==> src/rtl/imm_gen_pkg.sv <==
// Shared types for the pipelined RV32I immediate generator: format codes,
// major opcodes and the buffered entry layout.
package imm_gen_pkg;

    typedef enum logic [2:0] {
        FMT_R   = 3'd0,
        FMT_I   = 3'd1,
        FMT_S   = 3'd2,
        FMT_B   = 3'd3,
        FMT_U   = 3'd4,
        FMT_J   = 3'd5,
        FMT_Z   = 3'd6,
        FMT_ILL = 3'd7
    } fmt_e;

    localparam logic [6:0] OPC_OPIMM  = 7'b0010011;
    localparam logic [6:0] OPC_LOAD   = 7'b0000011;
    localparam logic [6:0] OPC_JALR   = 7'b1100111;
    localparam logic [6:0] OPC_SYSTEM = 7'b1110011;
    localparam logic [6:0] OPC_STORE  = 7'b0100011;
    localparam logic [6:0] OPC_BRANCH = 7'b1100011;
    localparam logic [6:0] OPC_LUI    = 7'b0110111;
    localparam logic [6:0] OPC_AUIPC  = 7'b0010111;
    localparam logic [6:0] OPC_JAL    = 7'b1101111;
    localparam logic [6:0] OPC_OP     = 7'b0110011;

    localparam int IMM_W_MAX = 64;

    // Entries are sized for the widest legal XLEN; narrower builds drop the top bits.
    typedef struct packed {
        logic [IMM_W_MAX-1:0] imm;
        fmt_e                 fmt;
    } entry_t;

endpackage

==> src/rtl/imm_decode.sv <==
// Combinational instruction-word to {immediate, format} decoder.
// Optional IMM_ZIMM_CSR_EN: CSR*I instructions decode as zero-extended zimm (FMT_Z).
module imm_decode
    import imm_gen_pkg::*;
#(
    parameter int XLEN = 32
) (
    input  logic [31:0]     i_instr,
    output logic [XLEN-1:0] o_imm,
    output fmt_e            o_fmt
);

    always_comb begin
        o_imm = '0;
        o_fmt = FMT_ILL;
        case (i_instr[6:0])
            OPC_OPIMM, OPC_LOAD, OPC_JALR: begin
                o_imm = {{(XLEN-12){i_instr[31]}}, i_instr[31:20]};
                o_fmt = FMT_I;
            end
            OPC_SYSTEM: begin
`ifdef IMM_ZIMM_CSR_EN
                if (i_instr[14]) begin
                    o_imm = {{(XLEN-5){1'b0}}, i_instr[19:15]};
                    o_fmt = FMT_Z;
                end else begin
                    o_imm = {{(XLEN-12){i_instr[31]}}, i_instr[31:20]};
                    o_fmt = FMT_I;
                end
`else
                o_imm = {{(XLEN-12){i_instr[31]}}, i_instr[31:20]};
                o_fmt = FMT_I;
`endif
            end
            OPC_STORE: begin
                o_imm = {{(XLEN-12){i_instr[31]}}, i_instr[31:25], i_instr[11:7]};
                o_fmt = FMT_S;
            end
            OPC_BRANCH: begin
                o_imm = {{(XLEN-13){i_instr[31]}}, i_instr[31], i_instr[7],
                         i_instr[30:25], i_instr[11:8], 1'b0};
                o_fmt = FMT_B;
            end
            OPC_LUI, OPC_AUIPC: begin
                o_imm = {{(XLEN-32){i_instr[31]}}, i_instr[31:12], 12'b0};
                o_fmt = FMT_U;
            end
            OPC_JAL: begin
                o_imm = {{(XLEN-21){i_instr[31]}}, i_instr[31], i_instr[19:12],
                         i_instr[20], i_instr[30:21], 1'b0};
                o_fmt = FMT_J;
            end
            OPC_OP: begin
                o_imm = '0;
                o_fmt = FMT_R;
            end
            default: begin
                o_imm = '0;
                o_fmt = FMT_ILL;
            end
        endcase
    end

endmodule

==> src/rtl/imm_gen_pipe.sv <==
// Immediate generator: decode, 2-entry valid/ready skid buffer, saturating illegal-opcode counter.
// Build option IMM_ZIMM_CSR_EN (handled in imm_decode) enables the zimm CSR format.
module imm_gen_pipe
    import imm_gen_pkg::*;
#(
    parameter int XLEN  = 32,
    parameter int CNT_W = 8
) (
    input  logic             CLK,
    input  logic             RST,
    input  logic             IN_VALID,
    output logic             IN_READY,
    input  logic [31:0]      INSTR,
    output logic             OUT_VALID,
    input  logic             OUT_READY,
    output logic [XLEN-1:0]  IMM,
    output logic [2:0]       FMT,
    output logic [CNT_W-1:0] ILL_CNT
);

    logic [XLEN-1:0]  w_dec_imm;
    fmt_e             w_dec_fmt;
    entry_t           w_entry;
    logic             w_push;
    logic             w_pop;

    entry_t           r_head;
    entry_t           r_tail;
    logic [1:0]       r_count;
    logic [CNT_W-1:0] r_ill_cnt;

    imm_decode #(
        .XLEN (XLEN)
    ) u_decode (
        .i_instr (INSTR),
        .o_imm   (w_dec_imm),
        .o_fmt   (w_dec_fmt)
    );

    // Widen the decoded immediate to the entry width by sign extension.
    generate
        if (XLEN == IMM_W_MAX) begin : g_full
            assign w_entry.imm = w_dec_imm;
        end else begin : g_narrow
            logic w_unused_hi;
            assign w_entry.imm = {{(IMM_W_MAX-XLEN){w_dec_imm[XLEN-1]}}, w_dec_imm};
            assign w_unused_hi = ^r_head.imm[IMM_W_MAX-1:XLEN];
        end
    endgenerate
    assign w_entry.fmt = w_dec_fmt;

    assign IN_READY  = (r_count < 2'd2) && !RST;
    assign OUT_VALID = (r_count != 2'd0);
    assign w_push    = IN_VALID && IN_READY;
    assign w_pop     = OUT_VALID && OUT_READY;

    assign IMM     = r_head.imm[XLEN-1:0];
    assign FMT     = r_head.fmt;
    assign ILL_CNT = r_ill_cnt;

    always_ff @(posedge CLK) begin
        if (RST) begin
            r_head    <= '0;
            r_tail    <= '0;
            r_count   <= 2'd0;
            r_ill_cnt <= '0;
        end else begin
            // Head is always the oldest entry; tail only holds the second one.
            if (w_pop) begin
                if (r_count == 2'd2) begin
                    r_head <= r_tail;
                end else if (w_push) begin
                    r_head <= w_entry;
                end
            end else if (w_push) begin
                if (r_count == 2'd0) begin
                    r_head <= w_entry;
                end else begin
                    r_tail <= w_entry;
                end
            end

            case ({w_push, w_pop})
                2'b10:   r_count <= r_count + 2'd1;
                2'b01:   r_count <= r_count - 2'd1;
                default: r_count <= r_count;
            endcase

            if (w_push && (w_dec_fmt == FMT_ILL) && (r_ill_cnt != {CNT_W{1'b1}})) begin
                r_ill_cnt <= r_ill_cnt + 1'b1;
            end
        end
    end

endmodule

==> config.mk <==
export PLATFORM = sky130hd
export DESIGN_NAME = imm_gen_pipe
export DESIGN_NICKNAME = d
export VERILOG_FILES = /design/src/rtl/imm_gen_pkg.sv /design/src/rtl/imm_decode.sv /design/src/rtl/imm_gen_pipe.sv
export SDC_FILE = /design/constraint.sdc
export NUM_CORES = 1
export LEC_CHECK = 0
export CORE_MARGIN = 3
export CORE_UTILIZATION = 50
export CTS_CLUSTER_SIZE = 40
export DETAILED_ROUTE_END_ITERATION = 6
export GPL_TIMING_DRIVEN = 0
export PLACE_DENSITY = 0.79
export SETUP_SLACK_MARGIN = 0.2
export SYNTH_ARGS = -nofsm -noshare
export SYNTH_HDL_FRONTEND = slang
export SYNTH_SLANG_ARGS = --single-unit
==> constraint.sdc <==
create_clock -name CLK -period 2.65 [get_ports CLK]
set_clock_uncertainty 0.1 [all_clocks]
set_input_delay 0.3975 -clock CLK [delete_from_list [all_inputs] [get_ports CLK]]
set_output_delay 0.3975 -clock CLK [all_outputs]
set_load 0.02 [all_outputs]
==> results by group <==
Synth
  – Synthesized cell area: 3610 um2
  – Seq/Total Area, Yosys: 44.4%
  – Post-synth ARST share: 0%
  – Synth Area per Inst: between 8 and 9 um2
  – Unique cell type count in the Yosys netlist: 51
  – Syn_nets: 463
  – Syn Inst Count: 424
  – Yosys reg bits: 80
  – Ys flop type: dfxtp_1
  – Synth warn: 0
  – Number of enable flip-flop cells after synthesis: 0

Detailed routing
  – Wire length per cell: 17.1 um
  – Vias: 3768
  – Via/cell ratio: 6.05
  – Drt first pass iters: 7
  – Initial DRC Count: 320
  – Drt total wl: 10700 um
  – Antenna viol nets, final: 0
  – # DRC: 8

Pwr
  – Cell area power density: 592 nW/um2
  – Max rail drop VDD: 392 uV
  – Final Total Pwr: 2.88 mW
  – Static Leakage: approximately 1.8 nW

Floorplanning
  – # rows: 30
  – DIE HEIGHT: 91.0 um
  – Core area: 6910 um2
  – # IOs: 81
  – Initial Util: 52.3%
  – Die Span X: 91.0 um
  – Total die area: 8280 um2

Timing
  – RSZ-0062 raised after global routing: false
  – Fmax: 0.423 GHz
  – Setup Viol. Count Final: 0
  – Final Hold Viols: 0
  – Tightest Pin Transition: 0.783 ns
  – Setup tns final: 0 ns
  – Worst setup margin: between 0.2 and 0.3 ns
  – Period utilization: 89.2%
  – Hold_ws: 0.360 ns
  – Max-slew headroom: between 40 and 50%
  – Final worst path period need: 2.36 ns
  – Fin. max-slew vios: 0

Outcome
  – Violated checks: design-rule violations
  – Status: complete, but fails checks

Clocking
  – Hold_buf cts: 0
  – Clock sink count: 80
  – Clk_lat worst skew: 0.36 ns
  – Number of buffers created by CTS: 9
  – CTS tree: built
  – Clock tree buffer depth: 2
  – H-tree depth: 3
  – CTS clk-pin slew, worst paths: 0.08 ns
  – Clock Root Buffer: clkbuf_8

Global route
  – Largest net degree at the start of global routing: 14
  – Met3 usage: 4.64%
  – M2 GR Usage: about two fifths
  – Vias in the first global route: 3526
  – GR Util All Layers: 25.1%
  – GR Util met1: 33.0%
  – First-pass GRT wire length: approximately 17000 um
  – GR peak layer: met2
  – Gr ovfl total: 0
  – Initial antenna violation count: 0

Placement
  – Placed cell area: 4510 um2
  – Pre-CTS setup slack: -0.612 ns
  – Placed cell count: 598
  – RD Place Congestion: 0.921
  – DPL Wire Length: 7320 um
  – IO buf count: 78

Final layout
  – Layout cells sized above 1: a little over a tenth
  – Fillers: between 500 and 600
  – Synthesis-to-layout area growth: 34.8%
  – Fin cells: between 600 and 700
  – Post-route cell area: just under 5000 um2
  – Area of the multi-input gates: 1970 um2
  – Final core utilization: 70.5%
  – FF/Latch Area: between 1500 and 2000 um2
  – Nets@finish: 561
  – # diodes: 0

Worst setup path
  – Setup crit end kind: flop
  – R2r worst-path depth: 6
  – Kind of start point of the critical path: flop
  – Worst Path Class, Setup: reg -> reg
  – Arrival @ worst endpoint: between 2 and 3 ns
  – Req. time, crit path: ~2.8 ns
  – Peak fanout along the critical path: 8

Hold path
  – Hold path depth: 2
  – Hold Path Class: reg -> reg

Job
  – Maxcap violations: 0
==> area by class of cell <==
type	count	share of cell area, %
tap	96	2.47
sequential	80	32.9
timing repair buffer	87	17.5
clock buffer	11	2.70
clock inverter	5	0.643
buffer	29	3.06
multi-input combinational	311	40.4
inverter	4	0.309
==> power breakdown <==
group	internal, mW	switching, mW
clock network	0.339	0.446
registers	1.28	0.0529
logic	0.333	0.431
total	1.95	0.930
==> logic make-up after synthesis <==
family | after synthesis | synth area share (%)
xor+xnor | 3 | 0.728
mux | 3 | 0.866
fa+ha+maj | 3 | 1.04
flops | 80 | 44.4
compound gates | 110 | 22.9
buf+inv | 33 | 3.64
simple gates | 192 | 26.4
==> flip-flops by register name, indices dropped and copies added, names as in the netlist <==
name,flops
r_tail,35
ILL_CNT,8
r_count,2
IMM,32
FMT,3
==> per-layer routing <==
metal / part of all wire (%) / vias to the layer above / wire length [um]
li1: - / 1771 / -
met1: 42 / 1781 / 4520
met2: 47 / 180 / 4970
met3: 7.6 / 36 / 808
met4: 3.4 / 0 / 366
met5: 0 / - / 0
==> Yosys cell counts (all sizes together), types with 2 or more instances <==
cell type	instances	share of area, %
inv	4	0.42
nand3b	2	0.42
nand3	24	3.3
a222oi	8	2.2
clkbuf	25	2.6
nand4b	2	0.49
a211oi	22	4.6
and2	3	0.52
a31oi	5	0.87
dfxtp	80	44
nor2b	6	1.0
a21oi	20	2.8
and3b	2	0.49
nand2	50	5.2
or3	5	0.87
nor2	48	5.1
xor2	2	0.49
nor3	17	2.4
a311oi	5	1.2
mux2i	2	0.55
and3	6	1.0
o21ai	12	1.8
a22o	11	2.7
buf	4	0.62
nand2b	14	2.4
a32o	11	3.0
or4	2	0.42
ha	3	1.0
nor4	4	1.1
a221oi	7	1.7
nor4b	2	0.49
==> layout by cell type (no fill, tap or decap), types with 14 or more instances in the layout <==
master           netlist  routed
a21oi_1               20      16
nor3_1                17      14
clkbuf_1              25      17
a211oi_1              22      22
nand3_1               24      24
nand2_1               50      50
nand2b_1              14      14
dfxtp_1               80      80
nor2_1                47      47
clkdlybuf4s50_1        0      71
==> worst paths after layout <==
kind | endpoint | slack [ns] | from
max | ILL_CNT[5] | 0.29 | r_count[1]
min | r_tail[34] | 0.36 | r_tail[34]
max reg2reg | ILL_CNT[5] | 0.29 | r_count[1]
min reg2reg | r_tail[34] | 0.36 | r_tail[34]
==> what timing repair did <==
| action | in CTS | in global routing |
|---|---|---|
| setup endpoints to repair | 63 | 59 |
| cloned | 0 | 0 |
| resized for setup | 24 | 28 |
| pin swaps | 3 | 5 |
| buffers inserted | 2 | 7 |
==> critical path: stages (launching register included) <==
cell,delay [ns]
dfxtp_1,0.37
or3b_1,0.38
buf_6,0.15
or4_4,0.55
buf_6,0.16
nor4_4,0.22
mux2_4,0.33
No activity file was read; power rests on OpenSTA's default activity.
